--- src/rtl/serial_paralelo_lanes_pkg.sv ---
// Shared definitions for the multi-lane serial-to-parallel receiver:
// lane state encoding and default symbol constants.
package serial_paralelo_lanes_pkg;

  typedef enum logic [1:0] {
    LANE_HUNT   = 2'd0,
    LANE_COUNT  = 2'd1,
    LANE_ACTIVE = 2'd2
  } lane_state_e;

  localparam int         DEF_SYMBOL_W    = 8;
  localparam logic [7:0] DEF_COM_SYMBOL  = 8'hBC;
  localparam logic [7:0] DEF_IDLE_SYMBOL = 8'h7C;

endpackage

--- src/rtl/serial_paralelo_lanes_lane.sv ---
// One receiver lane: sliding COM hunt, COM confirmation count and symbol output.
// Optional loss-of-sync drop back to HUNT when built with LOS_DETECT_EN.
module serial_paralelo_lane
  import serial_paralelo_lanes_pkg::*;
#(
  parameter int                  SYMBOL_W      = DEF_SYMBOL_W,
  parameter logic [SYMBOL_W-1:0] COM_SYMBOL    = SYMBOL_W'(DEF_COM_SYMBOL),
  parameter logic [SYMBOL_W-1:0] IDLE_SYMBOL   = SYMBOL_W'(DEF_IDLE_SYMBOL),
  parameter int                  COM_TO_ACTIVE = 4,
  parameter int                  LOS_LIMIT     = 4
) (
  input  logic                clk_32f,
  input  logic                reset,
  input  logic                serial_i,
  output logic [SYMBOL_W-1:0] data_o,
  output logic                valid_o,
  output logic                active_o,
  output logic                strobe_o
);

  localparam int            BW       = $clog2(SYMBOL_W);
  localparam int            CW       = $clog2(COM_TO_ACTIVE + 1);
  localparam logic [BW-1:0] BIT_LAST = BW'(SYMBOL_W - 1);
  localparam logic [CW-1:0] COM_LAST = CW'(COM_TO_ACTIVE - 1);

  lane_state_e         state_q, state_d;
  logic [SYMBOL_W-2:0] sr_q, sr_d;
  logic [BW-1:0]       bit_cnt_q, bit_cnt_d;
  logic [CW-1:0]       com_cnt_q, com_cnt_d;
  logic [SYMBOL_W-1:0] data_q, data_d;
  logic                valid_q, valid_d;
  logic                active_q, active_d;
  logic                strobe_q, strobe_d;

  logic [SYMBOL_W-1:0] sym_next;
  logic                is_com;
  logic                boundary;
  logic                los_drop;

  assign sym_next = {sr_q, serial_i};
  assign sr_d     = sym_next[SYMBOL_W-2:0];
  assign is_com   = (sym_next == COM_SYMBOL);
  assign boundary = (bit_cnt_q == BIT_LAST);

`ifdef LOS_DETECT_EN
  localparam int            LW       = $clog2(LOS_LIMIT + 1);
  localparam logic [LW-1:0] LOS_LAST = LW'(LOS_LIMIT - 1);

  logic [LW-1:0] los_cnt_q, los_cnt_d;
  logic          los_hit;

  assign los_hit  = (sym_next == '0) || (sym_next == '1);
  assign los_drop = (state_q == LANE_ACTIVE) && boundary && los_hit && (los_cnt_q == LOS_LAST);

  always_comb begin
    los_cnt_d = los_cnt_q;
    if (state_q == LANE_ACTIVE && boundary) begin
      los_cnt_d = (los_hit && !los_drop) ? los_cnt_q + 1'b1 : '0;
    end
  end

  always_ff @(posedge clk_32f or posedge reset) begin
    if (reset) los_cnt_q <= '0;
    else       los_cnt_q <= los_cnt_d;
  end
`else
  logic unused_los;
  assign unused_los = (LOS_LIMIT != 0);
  assign los_drop   = 1'b0;
`endif

  // NOTE: every always_comb output gets a default first, so no path leaves a
  // signal unassigned and no latch is inferred.
  always_comb begin
    state_d   = state_q;
    bit_cnt_d = boundary ? '0 : bit_cnt_q + 1'b1;
    com_cnt_d = com_cnt_q;
    data_d    = data_q;
    valid_d   = valid_q;
    active_d  = active_q;
    strobe_d  = 1'b0;

    case (state_q)
      LANE_HUNT: begin
        // Bit-granular alignment: any edge completing a COM defines the phase.
        bit_cnt_d = '0;
        if (is_com) begin
          strobe_d  = 1'b1;
          com_cnt_d = CW'(1);
          if (COM_TO_ACTIVE == 1) begin
            state_d  = LANE_ACTIVE;
            active_d = 1'b1;
          end else begin
            state_d = LANE_COUNT;
          end
        end
      end
      LANE_COUNT: begin
        if (boundary) begin
          strobe_d = 1'b1;
          if (!is_com) begin
            state_d   = LANE_HUNT;
            com_cnt_d = '0;
          end else begin
            com_cnt_d = com_cnt_q + 1'b1;
            if (com_cnt_q == COM_LAST) begin
              state_d  = LANE_ACTIVE;
              active_d = 1'b1;
            end
          end
        end
      end
      LANE_ACTIVE: begin
        if (boundary) begin
          strobe_d = 1'b1;
          if (los_drop) begin
            state_d   = LANE_HUNT;
            active_d  = 1'b0;
            valid_d   = 1'b0;
            com_cnt_d = '0;
          end else begin
            data_d  = sym_next;
            valid_d = !is_com && (sym_next != IDLE_SYMBOL);
          end
        end
      end
      default: state_d = LANE_HUNT;
    endcase
  end

  // NOTE: sequential state uses non-blocking assignments only, so every
  // register samples the pre-edge value of its neighbours. The shift register
  // is reset too, so a symbol interrupted by reset can never be completed.
  always_ff @(posedge clk_32f or posedge reset) begin
    if (reset) begin
      state_q   <= LANE_HUNT;
      sr_q      <= '0;
      bit_cnt_q <= '0;
      com_cnt_q <= '0;
      data_q    <= '0;
      valid_q   <= 1'b0;
      active_q  <= 1'b0;
      strobe_q  <= 1'b0;
    end else begin
      state_q   <= state_d;
      sr_q      <= sr_d;
      bit_cnt_q <= bit_cnt_d;
      com_cnt_q <= com_cnt_d;
      data_q    <= data_d;
      valid_q   <= valid_d;
      active_q  <= active_d;
      strobe_q  <= strobe_d;
    end
  end

  assign data_o   = data_q;
  assign valid_o  = valid_q;
  assign active_o = active_q;
  assign strobe_o = strobe_q;

endmodule

--- src/rtl/serial_paralelo_lanes.sv ---
// Multi-lane serial-to-parallel RX front end: NUM_LANES independent lanes.
// Build with LOS_DETECT_EN to enable per-lane loss-of-sync detection.
module serial_paralelo_lanes
  import serial_paralelo_lanes_pkg::*;
#(
  parameter int                  NUM_LANES     = 2,
  parameter int                  SYMBOL_W      = DEF_SYMBOL_W,
  parameter logic [SYMBOL_W-1:0] COM_SYMBOL    = SYMBOL_W'(DEF_COM_SYMBOL),
  parameter logic [SYMBOL_W-1:0] IDLE_SYMBOL   = SYMBOL_W'(DEF_IDLE_SYMBOL),
  parameter int                  COM_TO_ACTIVE = 4,
  parameter int                  LOS_LIMIT     = 4
) (
  input  logic                          clk_32f,
  input  logic                          reset,
  input  logic [NUM_LANES-1:0]          data_serial,
  output logic [NUM_LANES*SYMBOL_W-1:0] data_paralelo,
  output logic [NUM_LANES-1:0]          valid_out,
  output logic [NUM_LANES-1:0]          active,
  output logic [NUM_LANES-1:0]          symbol_strobe
);

  for (genvar i = 0; i < NUM_LANES; i++) begin : g_lane
    serial_paralelo_lane #(
      .SYMBOL_W      (SYMBOL_W),
      .COM_SYMBOL    (COM_SYMBOL),
      .IDLE_SYMBOL   (IDLE_SYMBOL),
      .COM_TO_ACTIVE (COM_TO_ACTIVE),
      .LOS_LIMIT     (LOS_LIMIT)
    ) u_lane (
      .clk_32f  (clk_32f),
      .reset    (reset),
      .serial_i (data_serial[i]),
      .data_o   (data_paralelo[i*SYMBOL_W +: SYMBOL_W]),
      .valid_o  (valid_out[i]),
      .active_o (active[i]),
      .strobe_o (symbol_strobe[i])
    );
  end

endmodule

--- config.mk ---
export PLATFORM = sky130hd
export DESIGN_NAME = serial_paralelo_lanes
export DESIGN_NICKNAME = d
export VERILOG_FILES = /design/src/rtl/serial_paralelo_lanes_pkg.sv /design/src/rtl/serial_paralelo_lanes_lane.sv /design/src/rtl/serial_paralelo_lanes.sv
export SDC_FILE = /design/constraint.sdc
export NUM_CORES = 1
export LEC_CHECK = 0
export BUFFER_PORTS_ARGS = -buffer_cell sky130_fd_sc_hd__buf_2
export CORE_MARGIN = 2
export CORE_UTILIZATION = 57
export DETAILED_ROUTE_END_ITERATION = 16
export PLACE_DENSITY = 0.8
export SETUP_SLACK_MARGIN = 0.1
export SYNTH_ARGS = -nofsm -noshare
export SYNTH_HDL_FRONTEND = slang
export SYNTH_SLANG_ARGS = --single-unit
--- constraint.sdc ---
create_clock -name clk_32f -period 2.05 [get_ports clk_32f]
set_input_delay 0.3075 -clock clk_32f [delete_from_list [all_inputs] [get_ports clk_32f]]
set_output_delay 0.3075 -clock clk_32f [all_outputs]
set_load 0.1 [all_outputs]
==> results of run 1 <==
==> per-layer routing <==
metal	vias to the layer above	routed length (um)
li1	685	-
met1	712	1686
met2	32	1873
met3	11	149
met4	0	82
met5	-	0
==> area by class of cell <==
type                            count  area (sq um)
Clock buffer                        5         68.82
Clock inverter                      3         22.52
Fill cell                         288          1430
Inverter                           14         52.55
Multi-Input combinational cell    106         872.1
Sequential cell                    52          1301
Tap cell                           50         62.56
Timing Repair Buffer               26         132.6
==> sequential cells by signal, indices dropped and copies added (netlist names) <==
name                     count
g_lane.u_lane.strobe_o       2
g_lane.u_lane.data_o        16
g_lane.u_lane.valid_o        2
g_lane.u_lane.bit_cnt_q      6
g_lane.u_lane.sr_q          14
g_lane.u_lane.active_o       2
g_lane.u_lane.com_cnt_q      6
g_lane.u_lane.state_q        4
==> worst max-delay path by stage <==
stage | from | endpoint | slack [ns] | depth (start not counted)
floorplan | g_lane[1].u_lane.bit_cnt_q[0]$_DFF_PP0_ | g_lane[1].u_lane.data_o[0]$_DFFE_PP0P_ | 0.44 | 5
global placement | g_lane[1].u_lane.bit_cnt_q[0]$_DFF_PP0_ | g_lane[1].u_lane.data_o[1]$_DFFE_PP0P_ | 0.38 | 4
detailed placement | data_serial[0] | g_lane[0].u_lane.state_q[0]$_DFFE_PP0P_ | 0.36 | 5
CTS | g_lane[0].u_lane.bit_cnt_q[0]$_DFF_PP0_ | g_lane[0].u_lane.data_o[3]$_DFFE_PP0P_ | 0.31 | 4
global route | g_lane[0].u_lane.bit_cnt_q[1]$_DFF_PP0_ | g_lane[0].u_lane.data_o[3]$_DFFE_PP0P_ | 0.21 | 4
finish | g_lane[0].u_lane.bit_cnt_q[0]$_DFF_PP0_ | g_lane[0].u_lane.data_o[3]$_DFFE_PP0P_ | 0.30 | 4
==> critical path, delay by kind of cell, from the launching register on <==
family        cells  cell delay [ns]
fa+ha+maj         2             0.53
flops             1             0.40
mux               1             0.39
simple gates      1             0.33
==> cell usage in the layout (no fill, tap or decap), types with 6 or more instances in the layout <==
cell type,count
nor2b_1,8
nand2_1,7
mux2_2,16
inv_1,13
ha_1,17
dfrtp_1,52
nor2_1,6
buf_2,25
==> metrics by stage <==
stage / total power [uW] / hold slack (ns) / setup slack [ns] / instance area [sq um]
after floorplan: 1369 / 0.3389 / 0.4447 / 2302
after global placement: 1413 / 0.3622 / 0.3840 / 2421
after detailed placement: 1447 / 0.3808 / 0.3580 / 2421
after CTS: 2029 / 0.04696 / 0.3143 / 2512
after global routing: 2131 / 0.08012 / 0.2118 / 2512
final: 2017 / 0.03080 / 0.3023 / 2512
==> cells by family after synthesis <==
kind of cell | share of synthesized area [%]
AOI/OAI and AO/OA | 9.946
xor gates and xnor gates | 0.7610
adders and majority gates | 9.239
buffers and inverters | 5.597
DFF | 56.52
muxes | 8.696
and+or+nand+nor | 9.239
==> power breakdown <==
| part | internal, uW | leakage [uW] | switching [uW] |
|---|---|---|---|
| logic | 116 | 0.000592 | 186 |
| registers | 1080 | 0.000657 | 48.8 |
| clock network | 245 | 0.0000485 | 340 |
| total | 1440 | 0.00130 | 576 |
==> impl_metrics.yaml, run 1 <==
outcome:
  status: "complete, no violations"
power:
  p_leak_uw: 0.001297
  p_per_area_mw_per_mm2: 802.9
  ir_drop_mv: 0.6450
synthesis:
  async_flop_share_pct: 100.0
  ys_ff_latch: 52
  ys.flop_type: "dfrtp_1"
  synth_warnings: 0
  synth_most_common_cell: "dfrtp_1"
  yosysTopAreaCell: "dfrtp_1"
  synth-seq-area-share_pct: 56.52
  syn_area_per_cell_sq_um: 12.51
  mappedNetlistArea_sq_mm: 0.002302
  ys_types: 38
  syn-num-nets: 205
  yosys.area.top_type_share_pct: 56.52
  synth_common_cells: "dfrtp_1 (52), ha_1 (17), mux2_2 (16)"
  netlist_top_cells_area: "dfrtp_1 (57%), ha_1 (9.2%), mux2_2 (7.8%)"
  synth-edff-count: 0
  syn_inst: 184
cts:
  cts_resized: 0
  root_buffer: "clkbuf_8"
  clk_latency_ns: 0.30
  cts_tree: "yes"
  cts_buffers: 5
  cts_sinks: 52
  cts_hold_buffers: 0
  htreeDepth: 2
  clk_pin_slew_ns: 0.09
  post-cts-setup-buffers: 0
  clk_path_buf_depth: 2
global_routing:
  grt_max_degree: 28
  antenna_found_initial: 0
  use_met3_pct: 4.500
  grt_overflow: 0
  grt_pass1_vias: 1445
  grtUsageMet1_pct: 25.57
  grt_pass1_wl_mm: 6.617
  use_met2_pct: 31.37
  grt.busiest_layer: "met2"
  grt_use_total_pct: 19.44
timing:
  setup_violations: 0
  finalSetupTns_ns: 0
  max_clock_freq_ghz: 0.5722
  min_period_ns: 1.748
  finClkSkew_ns: 0.005353
  rsz0062_at_grt: "no"
  slew_headroom_pct: 64.92
  hold_viol_final: 0
  max_slew.worst_pin.slew_ns: 0.5254
  slew_violations: 0
  finalCritPeriodShare_pct: 85.25
finish:
  layout-drive-gt1-share_pct: 25.73
  area_delta_synth_final_pct: 9.130
  fin_cells: 256
  fin_nets: 226
  final_util_pct: 63.73
  diodes: 0
critical_path:
  critPathKind: "register to register"
  crit_arrival_ns: 1.94
  crit_path_start_kind: "register"
  cp_slowest_cell: "dfrtp_1"
  critPathCaptureType: "register"
  regToRegSetupSlack_ns: 0.30
  required_ns: 2.24
  r2r_end: "g_lane[0].u_lane.data_o[3]$_DFFE_PP0P_"
  rr_startpoint: "g_lane[0].u_lane.bit_cnt_q[0]$_DFF_PP0_"
  worstPathCellList: "ha_1 -> ha_1 -> nand2_1 -> mux2_2"
  path_max_fanout: 9
  r2r.worst_path.cells: 4
  slowest_delay_ns: 0.40
  path_common_cell: "ha_1"
routing:
  post_drt_via_cell_ratio: 5.625
  num_vias: 1440
  first_pass_iters: 5
  drc: 0
  drt_iter0_markers: 27
  wl_mm: 3.792
  ant_nets: 0
  wl_per_cell_um: 14.81
run:
  cap_violations: 0
min_path:
  hp-class: "primary input to async pin"
place:
  io_buffers: 25
  hpwl_mm: 2.716
  place_congestion: 0.7998
  dp.cells: 248
floorplan:
  die-area_sq_mm: 0.004563
  rows: 23
  die_x_um: 67.55
  design.core.area_sq_mm: 0.003943
  io_pins: 26
  start_util_pct: 58.39
  die_h_um: 67.55
Power figures use the tool's default switching activity.
==> inputs of run 2 (changes only) <==
--- a/config.mk
+++ b/config.mk
@@ -6,9 +6,10 @@
 export NUM_CORES = 1
 export LEC_CHECK = 0
 export BUFFER_PORTS_ARGS = -buffer_cell sky130_fd_sc_hd__buf_2
-export CORE_MARGIN = 2
+export CORE_MARGIN = 4
 export CORE_UTILIZATION = 57
 export DETAILED_ROUTE_END_ITERATION = 16
+export GPL_TIMING_DRIVEN = 0
 export PLACE_DENSITY = 0.8
 export SETUP_SLACK_MARGIN = 0.1
 export SYNTH_ARGS = -nofsm -noshare
==> impl_metrics.yaml, run 2 (synthesis gave the netlist of run 1 again) <==
outcome:
  status: "finished, violations left"
  violations: "negative hold slack"
cts:
  cts_hold_buffers: 0
  clk_path_buf_depth: 2
  cts_buffers: 5
  clk_latency_ns: 0.30
  htreeDepth: 2
  post-cts-setup-buffers: 0
  cts_sinks: 52
  clk_pin_slew_ns: 0.09
  cts_tree: "yes"
  root_buffer: "clkbuf_8"
  cts_resized: 0
timing:
  hold_viol_final: 3
  finClkSkew_ns: 0.005694
  min_period_ns: 1.807
  setup_ws_ns: 0.2428
  setup_violations: 0
  max_slew.worst_pin.slew_ns: 0.4945
  slew_violations: 0
  rsz0062_at_grt: "no"
  fin_worst_hold_slack_ns: -0.0007958
  finalCritPeriodShare_pct: 88.16
  slew_headroom_pct: 67.26
  max_clock_freq_ghz: 0.5533
power:
  comb_power_share_pct: 13.6
  pwr-share-clk_pct: 35.8
  p_sw_share_pct: 25.01
  internal_power_uw: 1677
  p_leak_uw: 0.001363
  p_per_area_mw_per_mm2: 848.5
  switching_power_uw: 559.5
  ir_drop_mv: 0.6232
  p_seq_share_pct: 50.6
routing:
  drt_iter0_markers: 70
  post_drt_via_cell_ratio: 5.691
  wl_per_cell_um: 15.10
  first_pass_iters: 4
  ant_nets: 0
  drc: 0
  wl_mm: 4.001
  num_vias: 1508
global_routing:
  grt_pass1_wl_mm: 7.355
  grt_max_degree: 33
  use_met2_pct: 29.39
  grtUsageMet1_pct: 24.09
  grt.busiest_layer: "met2"
  antenna_found_initial: 0
  grt_pass1_vias: 1538
  grt_overflow: 0
  grt_use_total_pct: 18.07
  use_met3_pct: 4.628
place:
  place_congestion: 0.8625
  io_buffers: 25
  hpwl_mm: 2.900
  dp_slack_ns: 0.2404
floorplan:
  die-area_sq_mm: 0.005119
  die_x_um: 71.55
  start_util_pct: 61.05
  die_h_um: 71.55
  design.core.area_sq_mm: 0.003771
  io_pins: 26
  rows: 22
finish:
  diodes: 0
  final_util_pct: 69.91
  layout-drive-gt1-share_pct: 27.65
  fin_nets: 238
  layout_common_cells: "dfrtp_1 (52), buf_2 (26), ha_1 (17)"
  fillers: 248
  final_common_cell: "dfrtp_1"
  largest_reg_flops: 16
  area_delta_synth_final_pct: 14.51
critical_path:
  path_max_fanout: 9
  required_ns: 2.24
  critPathKind: "register to register"
  crit_path_start_kind: "register"
  crit_arrival_ns: 1.99
  critPathCaptureType: "register"
min_path:
  hp-class: "primary input to async pin"
run:
  cap_violations: 0
run 2: worst paths after layout:
kind                                                               from                                endpoint  slack (ns)  depth (start not counted)
max in group asynchronous                                         reset    g_lane[1].u_lane.valid_o$_DFFE_PP0P_        1.55                          3
min in group clk_32f                                     data_serial[0]      g_lane[0].u_lane.sr_q[0]$_DFF_PP0_        0.13                          1
worst min register to register       g_lane[0].u_lane.sr_q[4]$_DFF_PP0_      g_lane[0].u_lane.sr_q[5]$_DFF_PP0_        0.41                          0
worst max register to register  g_lane[0].u_lane.bit_cnt_q[0]$_DFF_PP0_  g_lane[0].u_lane.data_o[6]$_DFFE_PP0P_        0.24                          5
worst max-delay path            g_lane[0].u_lane.bit_cnt_q[0]$_DFF_PP0_  g_lane[0].u_lane.data_o[6]$_DFFE_PP0P_        0.24                          5
worst min-delay path                                              reset  g_lane[0].u_lane.data_o[7]$_DFFE_PP0P_     -0.0008                          2
run 2: cell type report:
type                            count  area, sq um  share of cell area [%]
Buffer                             12        76.32                   2.895
Clock buffer                        5        68.82                   2.610
Clock inverter                      2        60.06                   2.278
Inverter                           14        52.55                   1.993
Multi-Input combinational cell    106        872.1                   33.08
Sequential cell                    52         1301                   49.36
Tap cell                           48        60.06                   2.278
Timing Repair Buffer               26        145.1                   5.505
run 2: stage by stage:
step	cells	power [uW]	area [sq um]	hold slack (ns)	TNS [ns]
4_1_cts	265	2253	2636	0.004950	0
6_report	265	2237	2636	-0.0007958	0
3_3_place_gp	257	1411	2487	0.3741	-1.422
3_5_place_dp	258	1454	2507	0.3388	0
5_1_grt	265	2356	2636	0.03347	0
2_1_floorplan	184	1369	2302	0.3389	0
run 2: worst max-delay path, stage by stage, from the launching register on:
cell and delay, ns:
dfrtp_1 0.39, ha_1 0.20, ha_1 0.18, clkbuf_1 0.18, nand2_1 0.34, mux2_2 0.39
run 2: routing by layer:
metal / up-vias / routed length [um]
met5: - / 0
met4: 0 / 63
met2: 52 / 1986
li1: 709 / -
met1: 738 / 1739
met3: 9 / 212
run 2: power by group through the flow:
stage	Clock, uW	Sequential [uW]	Combinational [uW]
floorplan	0	1150	219
global placement	0	1140	269
detailed placement	0	1150	305
CTS	817	1130	306
global route	864	1140	352
finish	801	1130	305
